--- src/rtl/multicycle_ctrl_if.sv ---
// ---------------------------------------------------------------------------
// multicycle_ctrl_if
//
// This interface groups the signals between the multicycle controller and its
// datapath.
//
// Datapath -> controller (decode fields and status):
//   opcode[6:0]   IR[6:0]
//   funct3[2:0]   IR[14:12]
//   funct7_5      IR[30]
//   alu_zero      ALU zero flag for the current cycle
//   mem_ready     the memory access completes this cycle
//
// Controller -> datapath (enables, selects and ALU command):
//   pc_we, ir_we, adr_src, mem_we, rf_we
//   alu_src_a[1:0], alu_src_b[1:0], result_src[1:0], imm_src[1:0]
//   alu_cmd[3:0], instr_done
//
// Modports:
//   master : the controller side
//   slave  : the datapath side
// ---------------------------------------------------------------------------
interface multicycle_ctrl_if;
  logic [6:0] opcode;
  logic [2:0] funct3;
  logic       funct7_5;
  logic       alu_zero;
  logic       mem_ready;

  logic       pc_we;
  logic       ir_we;
  logic       adr_src;
  logic       mem_we;
  logic       rf_we;
  logic [1:0] alu_src_a;
  logic [1:0] alu_src_b;
  logic [1:0] result_src;
  logic [1:0] imm_src;
  logic [3:0] alu_cmd;
  logic       instr_done;

  modport master (
    input  opcode, funct3, funct7_5, alu_zero, mem_ready,
    output pc_we, ir_we, adr_src, mem_we, rf_we,
           alu_src_a, alu_src_b, result_src, imm_src, alu_cmd, instr_done
  );

  modport slave (
    output opcode, funct3, funct7_5, alu_zero, mem_ready,
    input  pc_we, ir_we, adr_src, mem_we, rf_we,
           alu_src_a, alu_src_b, result_src, imm_src, alu_cmd, instr_done
  );
endinterface

--- src/rtl/multicycle_ctrl.sv ---
// ---------------------------------------------------------------------------
// multicycle_ctrl
//
// This module is the sequencing controller for a multicycle RV32I-subset
// datapath. The datapath has one shared ALU, one unified instruction/data
// memory, and the IR, PC, OldPC and ALUOut registers. The controller is a
// Moore-style FSM. A state register feeds combinational decode logic, which
// drives every enable, mux select and the ALU command. The controller stalls
// in FETCH, MEMREAD and MEMWRITE until mem_ready is high.
//
// Supported instructions: LW, SW, R-type ALU, I-type ALU, BEQ/BNE, JAL.
//
// Ports:
//   clk     rising-edge clock
//   reset   synchronous, active-high reset
//   bus     multicycle_ctrl_if.master: decode fields and status in,
//           control signals out
//   state   current FSM state, ST_W bits wide (debug)
//   illegal (only when ILLEGAL_TRAP_EN is defined) high while in TRAP
//
// Build option:
//   ILLEGAL_TRAP_EN
//     When this macro is defined, an unrecognised opcode goes to a TRAP state.
//     TRAP is held until reset.
//     When the macro is not defined, an unrecognised opcode completes in
//     DECODE as a NOP.
// ---------------------------------------------------------------------------
module multicycle_ctrl #(
  parameter int ST_W = 4
) (
  input  logic                clk,
  input  logic                reset,
  multicycle_ctrl_if.master   bus,
  output logic [ST_W-1:0]     state
`ifdef ILLEGAL_TRAP_EN
  ,
  output logic                illegal
`endif
);

  // Opcodes
  localparam logic [6:0] OP_LOAD  = 7'b0000011;
  localparam logic [6:0] OP_STORE = 7'b0100011;
  localparam logic [6:0] OP_R     = 7'b0110011;
  localparam logic [6:0] OP_I     = 7'b0010011;
  localparam logic [6:0] OP_BR    = 7'b1100011;
  localparam logic [6:0] OP_JAL   = 7'b1101111;

  // ALU commands
  localparam logic [3:0] ALU_ADD = 4'b0010;
  localparam logic [3:0] ALU_SUB = 4'b0110;
  localparam logic [3:0] ALU_AND = 4'b0000;
  localparam logic [3:0] ALU_OR  = 4'b0001;
  localparam logic [3:0] ALU_XOR = 4'b0011;
  localparam logic [3:0] ALU_SLT = 4'b0111;

  // Source-A select
  localparam logic [1:0] A_PC    = 2'b00;
  localparam logic [1:0] A_OLDPC = 2'b01;
  localparam logic [1:0] A_RS1   = 2'b10;

  // Source-B select
  localparam logic [1:0] B_RS2   = 2'b00;
  localparam logic [1:0] B_IMM   = 2'b01;
  localparam logic [1:0] B_FOUR  = 2'b10;

  // Result select
  localparam logic [1:0] R_ALUOUT = 2'b00;
  localparam logic [1:0] R_MEM    = 2'b01;
  localparam logic [1:0] R_ALU    = 2'b10;

  typedef enum logic [3:0] {
    S_FETCH    = 4'd0,
    S_DECODE   = 4'd1,
    S_MEMADR   = 4'd2,
    S_MEMREAD  = 4'd3,
    S_MEMWB    = 4'd4,
    S_MEMWRITE = 4'd5,
    S_EXEC_R   = 4'd6,
    S_EXEC_I   = 4'd7,
    S_ALUWB    = 4'd8,
    S_BRANCH   = 4'd9,
    S_JAL      = 4'd10
`ifdef ILLEGAL_TRAP_EN
    ,
    S_TRAP     = 4'd11
`endif
  } state_t;

  state_t state_q;
  state_t state_d;

  // Shared R/I ALU decode. For I-type instructions, funct3=000 is always ADD:
  // IR[30] is part of the immediate there, not a SUB selector.
  function automatic logic [3:0] alu_decode(input logic [2:0] f3,
                                            input logic       f7_5,
                                            input logic       is_r);
    logic [3:0] cmd;
    case (f3)
      3'b000:  cmd = (is_r && f7_5) ? ALU_SUB : ALU_ADD;
      3'b111:  cmd = ALU_AND;
      3'b110:  cmd = ALU_OR;
      3'b100:  cmd = ALU_XOR;
      3'b010:  cmd = ALU_SLT;
      default: cmd = ALU_ADD;
    endcase
    return cmd;
  endfunction

  // State register
  always_ff @(posedge clk) begin
    if (reset) begin
      state_q <= S_FETCH;
    end else begin
      state_q <= state_d;
    end
  end

  // The immediate format depends only on the opcode. It is valid in every
  // state, so DECODE can form the branch/jump target without extra logic.
  always_comb begin
    bus.imm_src = 2'b00;
    case (bus.opcode)
      OP_STORE: bus.imm_src = 2'b01;
      OP_BR:    bus.imm_src = 2'b10;
      OP_JAL:   bus.imm_src = 2'b11;
      default:  bus.imm_src = 2'b00;
    endcase
  end

  // Next-state and output decode
  always_comb begin
    state_d        = state_q;
    bus.pc_we      = 1'b0;
    bus.ir_we      = 1'b0;
    bus.adr_src    = 1'b0;
    bus.mem_we     = 1'b0;
    bus.rf_we      = 1'b0;
    bus.alu_src_a  = A_PC;
    bus.alu_src_b  = B_RS2;
    bus.result_src = R_ALUOUT;
    bus.alu_cmd    = ALU_ADD;
    bus.instr_done = 1'b0;

    case (state_q)
      S_FETCH: begin
        // PC+4 goes straight from the ALU into PC. This happens in the same
        // cycle that the IR captures the fetched word.
        bus.adr_src    = 1'b0;
        bus.alu_src_a  = A_PC;
        bus.alu_src_b  = B_FOUR;
        bus.result_src = R_ALU;
        bus.ir_we      = bus.mem_ready;
        bus.pc_we      = bus.mem_ready;
        if (bus.mem_ready) begin
          state_d = S_DECODE;
        end
      end

      S_DECODE: begin
        // OldPC+imm is computed speculatively. ALUOut then holds the branch or
        // jump target for BRANCH and JAL.
        bus.alu_src_a = A_OLDPC;
        bus.alu_src_b = B_IMM;
        case (bus.opcode)
          OP_LOAD, OP_STORE: state_d = S_MEMADR;
          OP_R:              state_d = S_EXEC_R;
          OP_I:              state_d = S_EXEC_I;
          OP_BR:             state_d = S_BRANCH;
          OP_JAL:            state_d = S_JAL;
          default: begin
`ifdef ILLEGAL_TRAP_EN
            state_d = S_TRAP;
`else
            bus.instr_done = 1'b1;
            state_d        = S_FETCH;
`endif
          end
        endcase
      end

      S_MEMADR: begin
        bus.alu_src_a = A_RS1;
        bus.alu_src_b = B_IMM;
        state_d = (bus.opcode == OP_LOAD) ? S_MEMREAD : S_MEMWRITE;
      end

      S_MEMREAD: begin
        bus.adr_src = 1'b1;
        if (bus.mem_ready) begin
          state_d = S_MEMWB;
        end
      end

      S_MEMWB: begin
        bus.result_src = R_MEM;
        bus.rf_we      = 1'b1;
        bus.instr_done = 1'b1;
        state_d        = S_FETCH;
      end

      S_MEMWRITE: begin
        // The write strobe stays high for the whole access. The instruction
        // completes only in the cycle the memory accepts it.
        bus.adr_src    = 1'b1;
        bus.result_src = R_ALUOUT;
        bus.mem_we     = 1'b1;
        if (bus.mem_ready) begin
          bus.instr_done = 1'b1;
          state_d        = S_FETCH;
        end
      end

      S_EXEC_R: begin
        bus.alu_src_a = A_RS1;
        bus.alu_src_b = B_RS2;
        bus.alu_cmd   = alu_decode(bus.funct3, bus.funct7_5, 1'b1);
        state_d       = S_ALUWB;
      end

      S_EXEC_I: begin
        bus.alu_src_a = A_RS1;
        bus.alu_src_b = B_IMM;
        bus.alu_cmd   = alu_decode(bus.funct3, bus.funct7_5, 1'b0);
        state_d       = S_ALUWB;
      end

      S_ALUWB: begin
        bus.result_src = R_ALUOUT;
        bus.rf_we      = 1'b1;
        bus.instr_done = 1'b1;
        state_d        = S_FETCH;
      end

      S_BRANCH: begin
        // rs1-rs2 sets alu_zero. The target from DECODE sits in ALUOut and is
        // loaded into PC only when the branch is taken. Any funct3 other than
        // BEQ or BNE falls through as not taken.
        bus.alu_src_a  = A_RS1;
        bus.alu_src_b  = B_RS2;
        bus.alu_cmd    = ALU_SUB;
        bus.result_src = R_ALUOUT;
        bus.pc_we      = ((bus.funct3 == 3'b000) &&  bus.alu_zero) ||
                         ((bus.funct3 == 3'b001) && !bus.alu_zero);
        bus.instr_done = 1'b1;
        state_d        = S_FETCH;
      end

      S_JAL: begin
        // PC takes the target from ALUOut. In the same cycle the ALU computes
        // OldPC+4, which ALUWB writes to rd.
        bus.alu_src_a  = A_OLDPC;
        bus.alu_src_b  = B_FOUR;
        bus.result_src = R_ALUOUT;
        bus.pc_we      = 1'b1;
        state_d        = S_ALUWB;
      end

`ifdef ILLEGAL_TRAP_EN
      S_TRAP: begin
        state_d = S_TRAP;
      end
`endif

      default: begin
        state_d = S_FETCH;
      end
    endcase

    // While reset is high, architectural writes are suppressed. An
    // instruction that reset abandons therefore leaves no partial update.
    if (reset) begin
      bus.pc_we      = 1'b0;
      bus.ir_we      = 1'b0;
      bus.mem_we     = 1'b0;
      bus.rf_we      = 1'b0;
      bus.instr_done = 1'b0;
    end
  end

  assign state = ST_W'(state_q);

`ifdef ILLEGAL_TRAP_EN
  assign illegal = (state_q == S_TRAP);
`endif

endmodule

--- src/flat_wrapper.sv ---
// flat-port wrapper written by rule: the top's interface ports become plain ports
module multicycle_ctrl_flat 
#(
  parameter int ST_W = 4
)
  (clk, reset, state, bus_opcode, bus_funct3, bus_funct7_5, bus_alu_zero, bus_mem_ready, bus_pc_we, bus_ir_we, bus_adr_src, bus_mem_we, bus_rf_we, bus_alu_src_a, bus_alu_src_b, bus_result_src, bus_imm_src, bus_alu_cmd, bus_instr_done);
  multicycle_ctrl_if bus_i ();
  input  logic clk;
  input  logic reset;
  output logic [ST_W-1:0] state;
  input wire logic [$bits(bus_i.opcode)-1:0] bus_opcode;
  input wire logic [$bits(bus_i.funct3)-1:0] bus_funct3;
  input wire logic [$bits(bus_i.funct7_5)-1:0] bus_funct7_5;
  input wire logic [$bits(bus_i.alu_zero)-1:0] bus_alu_zero;
  input wire logic [$bits(bus_i.mem_ready)-1:0] bus_mem_ready;
  output wire logic [$bits(bus_i.pc_we)-1:0] bus_pc_we;
  output wire logic [$bits(bus_i.ir_we)-1:0] bus_ir_we;
  output wire logic [$bits(bus_i.adr_src)-1:0] bus_adr_src;
  output wire logic [$bits(bus_i.mem_we)-1:0] bus_mem_we;
  output wire logic [$bits(bus_i.rf_we)-1:0] bus_rf_we;
  output wire logic [$bits(bus_i.alu_src_a)-1:0] bus_alu_src_a;
  output wire logic [$bits(bus_i.alu_src_b)-1:0] bus_alu_src_b;
  output wire logic [$bits(bus_i.result_src)-1:0] bus_result_src;
  output wire logic [$bits(bus_i.imm_src)-1:0] bus_imm_src;
  output wire logic [$bits(bus_i.alu_cmd)-1:0] bus_alu_cmd;
  output wire logic [$bits(bus_i.instr_done)-1:0] bus_instr_done;
  assign bus_i.opcode = bus_opcode;
  assign bus_i.funct3 = bus_funct3;
  assign bus_i.funct7_5 = bus_funct7_5;
  assign bus_i.alu_zero = bus_alu_zero;
  assign bus_i.mem_ready = bus_mem_ready;
  assign bus_pc_we = bus_i.pc_we;
  assign bus_ir_we = bus_i.ir_we;
  assign bus_adr_src = bus_i.adr_src;
  assign bus_mem_we = bus_i.mem_we;
  assign bus_rf_we = bus_i.rf_we;
  assign bus_alu_src_a = bus_i.alu_src_a;
  assign bus_alu_src_b = bus_i.alu_src_b;
  assign bus_result_src = bus_i.result_src;
  assign bus_imm_src = bus_i.imm_src;
  assign bus_alu_cmd = bus_i.alu_cmd;
  assign bus_instr_done = bus_i.instr_done;
  multicycle_ctrl #(.ST_W(ST_W)) u_core (.clk(clk), .reset(reset), .bus(bus_i), .state(state));
endmodule
--- config.mk ---
export PLATFORM = sky130hd
export DESIGN_NAME = multicycle_ctrl_flat
export DESIGN_NICKNAME = d
export VERILOG_FILES = /design/src/rtl/multicycle_ctrl_if.sv /design/src/rtl/multicycle_ctrl.sv /design/src/flat_wrapper.sv
export SDC_FILE = /design/constraint.sdc
export NUM_CORES = 1
export LEC_CHECK = 0
export BUFFER_PORTS_ARGS = -buffer_cell sky130_fd_sc_hd__buf_2
export CORE_MARGIN = 10
export CORE_UTILIZATION = 48
export DETAILED_ROUTE_END_ITERATION = 10
export GPL_TIMING_DRIVEN = 0
export PLACE_DENSITY = 0.84
export SLEW_MARGIN = 25
export SYNTH_ARGS = -nofsm -noshare
export SYNTH_HDL_FRONTEND = slang
export SYNTH_SLANG_ARGS = --single-unit
--- constraint.sdc ---
create_clock -name clk -period 2.4 [get_ports clk]
set_input_delay 0.24 -clock clk [delete_from_list [all_inputs] [get_ports clk]]
set_output_delay 0.24 -clock clk [all_outputs]
set_load 0.01 [all_outputs]
Word-level counts from Yosys, hierarchy flattened --
Cells that the tools add are included.
Cells by class: mux-type cells 27, reductions and logical operators 17, equal/unequal tests 24
Operator list (number):
- case mux 4 bit (5 select lines) | 2
- case mux 4 bit (6 select lines) | 1
- equality test 4 x 3 -> 1 bit, second input constant | 4
- equality test 7 x 6 -> 1 bit, second input constant | 2
- equality test 7 bit, second input constant | 2
- equality test 4 bit, second input constant | 3
- two-way mux 4 bit | 3
- case mux 2 bit (2 select lines) | 3
- case mux 3 bit (4 select lines) | 1
- case mux 4 bit (3 select lines) | 1
- two-way mux 1 bit | 11
- OR reduction 2 bit | 5
- equality test 3 bit, second input constant | 3
- OR reduction 3 bit | 3
- equality test 4 x 2 -> 1 bit, second input constant | 2
- equality test 7 x 2 -> 1 bit, second input constant | 1
- equality test 7 x 5 -> 1 bit, second input constant | 1
- two-way mux 3 bit | 2
- inequality test 2 bit, second input constant | 3
- case mux 1 bit (3 select lines) | 2
- case mux 2 bit (3 select lines) | 1
- OR reduction 6 bit | 1
- equality test 4 x 1 -> 1 bit, second input constant | 1
- logical NOT 4 bit | 1
- 8 further kinds | 9
Storage, ports and cells: output and inout bits 22, register bits 4, input bits 15, logic and storage cells 69

Depth between registers and ports, before layout --
Gate-level depths: netlist of run 1.
word-level depth 5, depth in mapped cells 6, gate-level depth less buffers 4

Worst setup path before layout of run 1 --
No wires, ideal clock.
kind register to output, from register u_core.state_q[3] (netlist: u_core.state[3]), to output bus_instr_done, buffers on the path 1, cell stages (with the launch flop) 5, required time 2160 ps, setup slack 694 ps, data arrival time 1466 ps, path through dfxtp_1 -> buf_2 -> or4b_4 -> o32a_1 -> nor2_1
On the way: word-level cells in the longest chain between the ends 4, elaborated cells on any way between the ends 8, classes of those cells eq/ne: 5; mux: 2; reduce/logical: 1
RTL lines:
- from (decl) | line multicycle_ctrl.sv:90 | state_t state_q;
- from (signal assigned) | line multicycle_ctrl.sv:115 | state_q <= state_d;
- equality test 4 x 3 -> 1 bit / equality test 4 bit (equally long branches) | line multicycle_ctrl.sv:145 | case (state_q)
- OR reduction 3 bit (no line)
- case mux 1 bit (3 select lines) (*) | line multicycle_ctrl.sv:145
- two-way mux 1 bit (*) | line multicycle_ctrl.sv:272 | if (reset) begin
- to (decl) | line flat_wrapper.sv:26 | output wire logic [$bits(bus_i.instr_done)-1:0] bus_instr_done;
Every way passes the cells marked *; elsewhere a longest branch is shown, timed or not.

Worst setup path in the final report of run 1 --
from register u_core.state_q[0] (netlist: u_core.state[0]), to output bus_instr_done
The elaborated chain is that of the path after synthesis.

==> results.py, run 1 <==
metrics = {
    "run_status": {
        "status": "complete, no violations",
    },
    "yosys": {
        "synthCells": 109,
        "synth_top_cell_area_share": 0.1125,
        "syn_area_um2": 711.9,
        "avgSynthCellArea_um2": 6.531,
        "ys_seq_area_frac": 0.1125,
        "synth_enable_flop_cells": 0,
        "synth_area_leaders": "dfxtp_1, nor2b_1, nor3_1",
        "synthTopCellsByCount": "nor2_1, nor3_1, nor2b_1",
        "synth_area_leader_cell": "dfxtp_1",
        "syn_nets": 124,
        "ys_ff_latch": 4,
        "synth_ff_type": "dfxtp_1",
        "synth_cell_types": 40,
        "synth.most_common_cell": "nor2_1",
        "yosysWarnings": 0,
        "async_flop_share": 0,
    },
    "detailed_routing": {
        "dr.pass1.iters": 4,
        "vias_per_cell": 6.025,
        "finalWirelength_um": 2521,
        "wl_per_cell_um": 15.66,
        "drc": 0,
        "num_vias": 970,
        "drt_iter0_markers": 45,
        "ant_nets": 0,
    },
    "critical_path": {
        "cp_top_family": "simple AND/OR/NAND/NOR gates",
        "r2r_slack_ns": 0.81,
        "cp.depth": 4,
        "critPathBufInv": 1,
        "rr_worst_depth": 3,
        "crit_path_max_incr_delay_ns": 0.53,
        "crit_required_ns": 2.16,
        "worstPathArrival_ns": 1.80,
        "critPathLaunchType": "flip-flop",
        "cp_slowest_cell": "or4b_4",
        "end_kind": "output port",
        "crit_chain": "or4b_4 > o32a_1 > nor2_1 > buf_2",
        "crit_type": "reg -> out",
        "cp_max_fo": 10,
    },
    "timing": {
        "final_max_slew_viol_count": 0,
        "hold_viol": 0,
        "period_minus_slack_ns": 2.038,
        "fmax_mhz": 490.6,
        "finalCritPeriodShare": 0.8493,
        "tns_ns": 0,
        "fin_worst_skew_ns": 0.001852,
        "rsz0062_at_grt": "false",
        "setup_violations": 0,
    },
    "job": {
        "drv_cap": 0,
    },
    "clock_tree": {
        "clockRootBuffer": "clkbuf_4",
        "clkSinkCount": 4,
        "clockBufferDepth": 2,
        "cts_hold_buf": 0,
        "cts_setup_buffers": 0,
        "cts_tree": "built",
        "cts_buffers": 3,
        "worst_skew_pair.late_latency_ns": 0.23,
        "post_cts_resized": 0,
        "htreeDepth": 1,
        "clk_pin_slew_ns": 0.04,
    },
    "placement": {
        "port_buffers": 34,
        "place_area_um2": 900.9,
        "globalplace.congestion": 0.8679,
        "hpwl_um": 1972,
    },
    "floorplan": {
        "die_h_um": 58.51,
        "dieWidth_um": 58.51,
        "io_pins": 37,
        "die-area_um2": 3423,
        "rows": 13,
        "initial_core_util": 0.5273,
        "core_area_um2": 1350,
    },
    "global_routing": {
        "grt_pass1_wl_um": 4043,
        "grt_max_degree": 11,
        "antenna_found_initial": 0,
        "grtUsageTotal": 0.1445,
        "grt_pass1_vias": 872,
        "overflow": 0,
    },
    "cells_and_area": {
        "final_util": 0.6840,
        "design_area_um2": 923.4,
        "drive_gt1_frac": 0.3219,
        "diodes": 0,
        "largest_reg_flops": 4,
        "nNetsFinal": 163,
        "synthToLayoutAreaGrowth_pct": 29.70,
    },
    "worst_hold_path": {
        "hold_depth": 3,
        "hp-class": "in -> reg",
    },
    "pwr": {
        "power_density_nw_per_um2": 279.3,
        "max-vdd-ir-drop_uv": 184.0,
        "p_leak_uw": 0.0004469,
    },
}
-- metrics by stage --
| stage | power [uW] | cells | hold slack [ns] | worst slack (ns) |
|---|---|---|---|---|
| final | 257.9 | 161 | 0.3797 | 0.3617 |
| after global routing | 282.1 | 161 | 0.4017 | 0.2656 |
| after global placement | 171.2 | 158 | 0.6170 | 0.6319 |
| after detailed placement | 174.1 | 158 | 0.6226 | 0.6192 |
| after CTS | 260.6 | 161 | 0.3782 | 0.3554 |
| after floorplan | 133.3 | 109 | 0.4509 | 0.6944 |
-- cell usage in the layout, fill, tap and decap left out, types with 3 or more instances in the layout --
| cell type | n |
|---|---|
| a21oi_1 | 6 |
| buf_2 | 41 |
| clkbuf_4 | 3 |
| dfxtp_1 | 4 |
| nand2_1 | 8 |
| nand2b_1 | 3 |
| nand3_1 | 3 |
| nand4_1 | 3 |
| nor2_1 | 13 |
| nor2b_1 | 9 |
| nor3_1 | 10 |
| o21ai_0 | 5 |
-- tightest hold or removal path, stage by stage --
cell	delay [ns]
buf_2	0.11
nor2_1	0.09
a22o_1	0.13
-- path summary, 6_finish.rpt --
kind / start / end
min reg2reg: u_core.state[2] / u_core.state[2]
max reg2reg: u_core.state[0] / u_core.state[0]
min: reset / u_core.state[0]
max: u_core.state[0] / bus_instr_done
-- power by group --
part / leakage (uW) / internal [uW] / switching (uW) / total [uW]
clock network: 0.0000138 / 55.9 / 27.6 / 83.5
logic: 0.000401 / 44.5 / 57.6 / 102
registers: 0.0000325 / 68.6 / 3.69 / 72.3
total: 0.000447 / 169 / 88.8 / 258
-- final cells by class --
type | count | area, um2
multi-input cells | 93 | 574.3
fillers | 131 | 426.7
repair buffers | 34 | 170.2
flip-flops and latches | 4 | 80.08
plain buffers | 10 | 50.05
clock buffers | 3 | 22.52
well taps | 15 | 18.77
inverters | 2 | 7.507
-- per-layer routing --
metal	up-vias	part of all wire	GRT usage
li1	473	-	-
met3	6	0.12	0.06223
met1	434	0.37	0.1561
met2	57	0.49	0.2458
met5	-	0	0
met4	0	0.015	0.04698
-- cell families (layout without fill, tap and decap cells) --
logic type | count (synthesis) | in the layout | synth area share
other | 1 | 1 | 0.005267
DFF | 4 | 4 | 0.1125
and+or+nand+nor | 62 | 62 | 0.4903
buffers and inverters | 12 | 49 | 0.08085
xor gates and xnor gates | 3 | 3 | 0.03691
AOI/OAI and AO/OA | 27 | 27 | 0.2742
Power figures use the tool's default switching activity.
==> inputs of run 2 (changes only) <==
Settings changed: ABC_AREA from default to 1, CORE_UTILIZATION 48 to 42, PLACE_DENSITY 0.84 to 0.78.
Clock period 2.4 ns to 2 ns, I/O delays scaled along.
==> run 2 against run 1 <==
Effect of this change: critical path depth up 3; clock power up 12%; sequential cell count unchanged; critical endpoint is now bus_alu_cmd[2]; largest power group unchanged; wire length down 25%; die area down 2.0%.
==> results.py, run 2 <==
metrics = {
    "run_status": {
        "status": "complete, no violations",
    },
    "pwr": {
        "p_leak_uw": 0.0004982,
        "max-vdd-ir-drop_uv": 155.2,
        "power_density_nw_per_um2": 367.3,
    },
    "detailed_routing": {
        "num_vias": 798,
        "drt_iter0_markers": 13,
        "finalWirelength_um": 1893,
        "drc": 0,
        "vias_per_cell": 4.866,
        "ant_nets": 0,
        "dr.pass1.iters": 4,
        "wl_per_cell_um": 11.54,
    },
    "yosys": {
        "async_flop_share": 0,
        "ys_ff_latch": 4,
        "yosysWarnings": 0,
        "synth.most_common_cell": "nand2_1",
        "syn_area_um2": 604.3,
        "synth_ff_type": "dfxtp_1",
        "synth_top_cell_area_share": 0.1677,
        "synthCells": 112,
        "synth_area_leader_cell": "nand2_1",
        "synth_enable_flop_cells": 0,
        "ys_seq_area_frac": 0.1325,
        "syn_nets": 127,
        "synth_area_leaders": "nand2_1, dfxtp_1, inv_1",
        "avgSynthCellArea_um2": 5.396,
        "synthTopCellsByCount": "nand2_1, inv_1, nor2_1",
        "synth_cell_types": 25,
    },
    "floorplan": {
        "io_pins": 37,
        "initial_core_util": 0.4531,
        "rows": 13,
        "die-area_um2": 3356,
        "core_area_um2": 1334,
        "dieWidth_um": 57.93,
        "die_h_um": 57.93,
    },
    "timing": {
        "rsz0062_at_grt": "false",
        "period_minus_slack_ns": 1.730,
        "hold_viol": 0,
        "finalCritPeriodShare": 0.8649,
        "final_max_slew_viol_count": 0,
        "tns_ns": 0,
        "fin_ws_ns": 0.2702,
        "setup_violations": 0,
        "fin_worst_skew_ns": 0.0002882,
        "fmax_mhz": 578.1,
    },
    "cells_and_area": {
        "drive_gt1_frac": 0.3691,
        "synthToLayoutAreaGrowth_pct": 34.99,
        "design_area_um2": 815.8,
        "nNetsFinal": 166,
        "layout_common_cells": "buf_2, nand2_1, inv_1, nor2_1, nand3_1",
        "diodes": 0,
        "final_common_cell": "buf_2",
        "largest_reg_flops": 4,
        "final_util": 0.6116,
    },
    "clock_tree": {
        "clk_pin_slew_ns": 0.03,
        "clkSinkCount": 4,
        "cts_setup_buffers": 0,
        "clockRootBuffer": "clkbuf_4",
        "cts_tree": "built",
        "worst_skew_pair.late_latency_ns": 0.23,
        "cts_buffers": 3,
        "clockBufferDepth": 2,
        "post_cts_resized": 0,
        "cts_hold_buf": 0,
        "htreeDepth": 1,
    },
    "critical_path": {
        "r2r_slack_ns": 0.69,
        "r2r-end": "u_core.state[0]",
        "worstReg2RegStart": "u_core.state[0]",
        "end_kind": "output port",
        "crit_required_ns": 1.80,
        "worstPathArrival_ns": 1.53,
        "critPathLaunchType": "flip-flop",
        "cp_max_fo": 4,
        "rr_worst_depth": 7,
        "crit_type": "reg -> out",
    },
    "worst_hold_path": {
        "hold_depth": 4,
        "worstHoldEndpoint": "u_core.state[2]",
        "hp-class": "in -> reg",
        "holdCritStartpoint": "bus_mem_ready",
    },
    "global_routing": {
        "antenna_found_initial": 0,
        "overflow": 0,
        "grt_max_degree": 10,
        "grt_pass1_vias": 743,
        "grt_pass1_wl_um": 3077,
        "grtUsageTotal": 0.1081,
    },
    "placement": {
        "hpwl_um": 1673,
        "globalplace.congestion": 0.7904,
        "place_area_um2": 793.3,
        "dp_slack_ns": 0.5151,
        "port_buffers": 34,
    },
    "job": {
        "drv_cap": 0,
    },
}
-- run 2: cell types whose count changed in the layout (fill, tap and decap cells not counted), moves of 3 or more --
| cell | delta |
|---|---|
| o21ai_0 | -5 |
| nand2_1 | +19 |
| buf_2 | -6 |
| nor3_1 | -8 |
| nand2b_1 | -3 |
| inv_1 | +16 |
| nor2_1 | +3 |
| nand3_1 | +9 |
| inv_2 | +5 |
| nor2b_1 | -9 |
-- run 2: logic make-up after synthesis --
family,share of synthesized area
other,0.006205
AND/OR/NAND/NOR,0.5569
buffers and inverters,0.1698
AO/OA/AOI/OAI,0.1201
XOR/XNOR,0.01450
flip-flops,0.1325
-- run 2: area by class of cell --
| cell class | count | area [um2] |
|---|---|---|
| Clock buffer | 3 | 22.52 |
| Fill cell | 147 | 518.0 |
| Tap cell | 15 | 18.77 |
| Sequential cell | 4 | 80.08 |
| Multi-Input combinational cell | 82 | 421.7 |
| Inverter | 23 | 86.33 |
| Timing Repair Buffer | 34 | 170.2 |
| Buffer | 3 | 16.27 |
-- run 2: where the power goes --
part | leakage, uW | internal [uW] | switching (uW)
registers | 0.0000325 | 82.9 | 4.07
logic | 0.000452 | 45.8 | 73.4
clock network | 0.0000138 | 66.7 | 26.8
total | 0.000498 | 195 | 104
-- run 2: worst max path at each step --
stage,slack (ns),endpoint,start,cells past startpoint
2_1_floorplan,0.58,bus_alu_cmd[2],u_core.state[2],6
4_1_cts,0.27,bus_alu_cmd[2],u_core.state[2],7
3_3_place_gp,0.58,bus_alu_cmd[2],u_core.state[2],7
3_5_place_dp,0.52,bus_alu_cmd[2],u_core.state[2],7
5_1_grt,0.17,bus_alu_cmd[2],u_core.state[2],7
6_report,0.27,bus_alu_cmd[2],u_core.state[2],7
-- run 2: worst max-delay path, cell delays in order, from the launching register on --
cell,delay [ns]
dfxtp_1,0.38
inv_1,0.10
nor2_4,0.14
inv_2,0.08
nor2_2,0.14
nand2_1,0.08
o31ai_1,0.21
buf_2,0.18
-- run 2: through the flow --
step / hold slack [ns] / total power, uW / instances
6_report: 0.3373 / 299.6 / 164
5_1_grt: 0.3696 / 321.5 / 164
4_1_cts: 0.3361 / 303.6 / 164
3_5_place_dp: 0.5725 / 207.6 / 161
3_3_place_gp: 0.5593 / 205.2 / 161
2_1_floorplan: 0.4464 / 161.2 / 112
-- run 2: metal layers --
layer | part of all wire | GRT usage
met2 | 0.55 | 0.2071
met5 | 0 | 0
met4 | 0 | 0.03691
met1 | 0.39 | 0.1095
met3 | 0.056 | 0.02614
==> inputs of run 3 (changes only) <==
Settings changed: RECOVER_POWER from default to 100.
==> run 3 against run 2 <==
Effect of this change: hold slack gained 0.0016 ns; cell count stayed put; maximum frequency decreased by 1.5%; critical path depth is the same; clock power about the same; design area down 2.5%; register-to-register slack worse by 0.08 ns; first-iteration DRC count unchanged; die area unchanged; non-clock buffer count is the same; count of clock-buffer cells in the layout unchanged; sequential share of layout area increased by 0.25 points.
==> results.py, run 3 (synthesized netlist as in run 2, its figures left out) <==
metrics = {
    "run_status": {
        "status": "complete, no violations",
    },
    "detailed_routing": {
        "finalWirelength_um": 1901,
        "wl_per_cell_um": 11.59,
        "vias_per_cell": 4.750,
        "dr.pass1.iters": 4,
        "num_vias": 779,
        "drt_iter0_markers": 13,
        "ant_nets": 0,
        "drc": 0,
    },
    "floorplan": {
        "rows": 13,
        "die_h_um": 57.93,
        "die-area_um2": 3356,
        "initial_core_util": 0.4531,
        "core_area_um2": 1334,
        "io_pins": 37,
        "dieWidth_um": 57.93,
    },
    "worst_hold_path": {
        "hp-class": "in -> reg",
    },
    "cells_and_area": {
        "drive_gt1_frac": 0.2483,
        "design_area_um2": 795.8,
        "final_util": 0.5966,
        "layout_common_cells": "nand2_1, inv_1, buf_2, nor2_1, clkbuf_1",
        "synthToLayoutAreaGrowth_pct": 31.68,
        "largest_reg_flops": 4,
        "final_common_cell": "nand2_1",
        "nNetsFinal": 166,
        "diodes": 0,
    },
    "global_routing": {
        "grt_pass1_wl_um": 3077,
        "antenna_found_initial": 0,
        "grtUsageTotal": 0.1081,
        "grt_pass1_vias": 743,
        "overflow": 0,
        "grt_max_degree": 10,
    },
    "pwr": {
        "p_total_uw": 295.0,
        "p_leak_uw": 0.0004389,
        "power_density_nw_per_um2": 370.7,
        "max-vdd-ir-drop_uv": 150.6,
    },
    "placement": {
        "port_buffers": 34,
        "hpwl_um": 1673,
        "place_area_um2": 793.3,
        "globalplace.congestion": 0.7904,
    },
    "critical_path": {
        "crit_required_ns": 1.80,
        "cp_max_fo": 6,
        "critPathLaunchType": "flip-flop",
        "crit_type": "reg -> out",
        "worstPathArrival_ns": 1.56,
        "end_kind": "output port",
    },
    "job": {
        "drv_cap": 0,
    },
    "clock_tree": {
        "cts_setup_buffers": 0,
        "post_cts_resized": 0,
        "clkSinkCount": 4,
        "cts_tree": "built",
        "clockBufferDepth": 2,
        "cts_buffers": 3,
        "clk_pin_slew_ns": 0.03,
        "htreeDepth": 1,
        "worst_skew_pair.late_latency_ns": 0.23,
        "clockRootBuffer": "clkbuf_4",
        "cts_hold_buf": 0,
    },
    "timing": {
        "rsz0062_at_grt": "false",
        "fin_worst_skew_ns": 0.0002883,
        "tns_ns": 0,
        "finalCritPeriodShare": 0.8778,
        "setup_violations": 0,
        "worst_hold_slack_ns": 0.3389,
        "hold_viol": 0,
        "fmax_mhz": 569.6,
        "final_max_slew_viol_count": 0,
        "period_minus_slack_ns": 1.756,
    },
}
-- run 3: cell count changes in the layout (fill, tap and decap cells not counted), sizes merged --
cell | before | now
clkbuf | 3 | 19
buf | 37 | 21
-- run 3: layout make-up --
cell class              instances  area [um2]
fillers                       156       538.0
multi-input cells              82       421.7
repair buffers                 34       150.1
inverters                      23       86.33
flip-flops and latches          4       80.08
clock buffers                   3       22.52
well taps                      15       18.77
plain buffers                   3       16.27
-- run 3: per-layer routing --
metal / part of all wire / track usage / vias up
met3: 0.046 / 0.02614 / 0
met5: 0 / 0 / -
met1: 0.40 / 0.1095 / 346
li1: - / - / 420
met4: 0 / 0.03691 / 0
met2: 0.55 / 0.2071 / 13
-- run 3: where the power goes --
part	leakage (uW)	total (uW)	switching [uW]	internal [uW]
clock	0.0000138	93.5	26.8	66.7
combinational	0.000393	115	73.5	41.4
sequential	0.0000325	86.7	3.81	82.9
total	0.000439	295	104	191
-- run 3: final timing paths --
check	cells past startpoint	to	slack, ns	startpoint
min reg2reg	4	u_core.state[1]	0.65	u_core.state[0]
max reg2reg	7	u_core.state[0]	0.61	u_core.state[0]
min	4	u_core.state[2]	0.34	bus_mem_ready
max	7	bus_instr_done	0.24	u_core.state[0]
-- run 3: metrics by stage --
stage / cells / setup slack, ns
floorplan: 112 / 0.5845
global placement: 161 / 0.5758
detailed placement: 161 / 0.5151
CTS: 164 / 0.2685
global route: 164 / 0.1155
finish: 164 / 0.2444
-- run 3: worst max-delay path, stage by stage, from the launching register on --
cell	delay [ns]
dfxtp_1	0.41
inv_1	0.20
nor2_8	0.17
nand2_2	0.10
o21ai_1	0.12
nor2_1	0.05
a21oi_1	0.13
buf_2	0.15
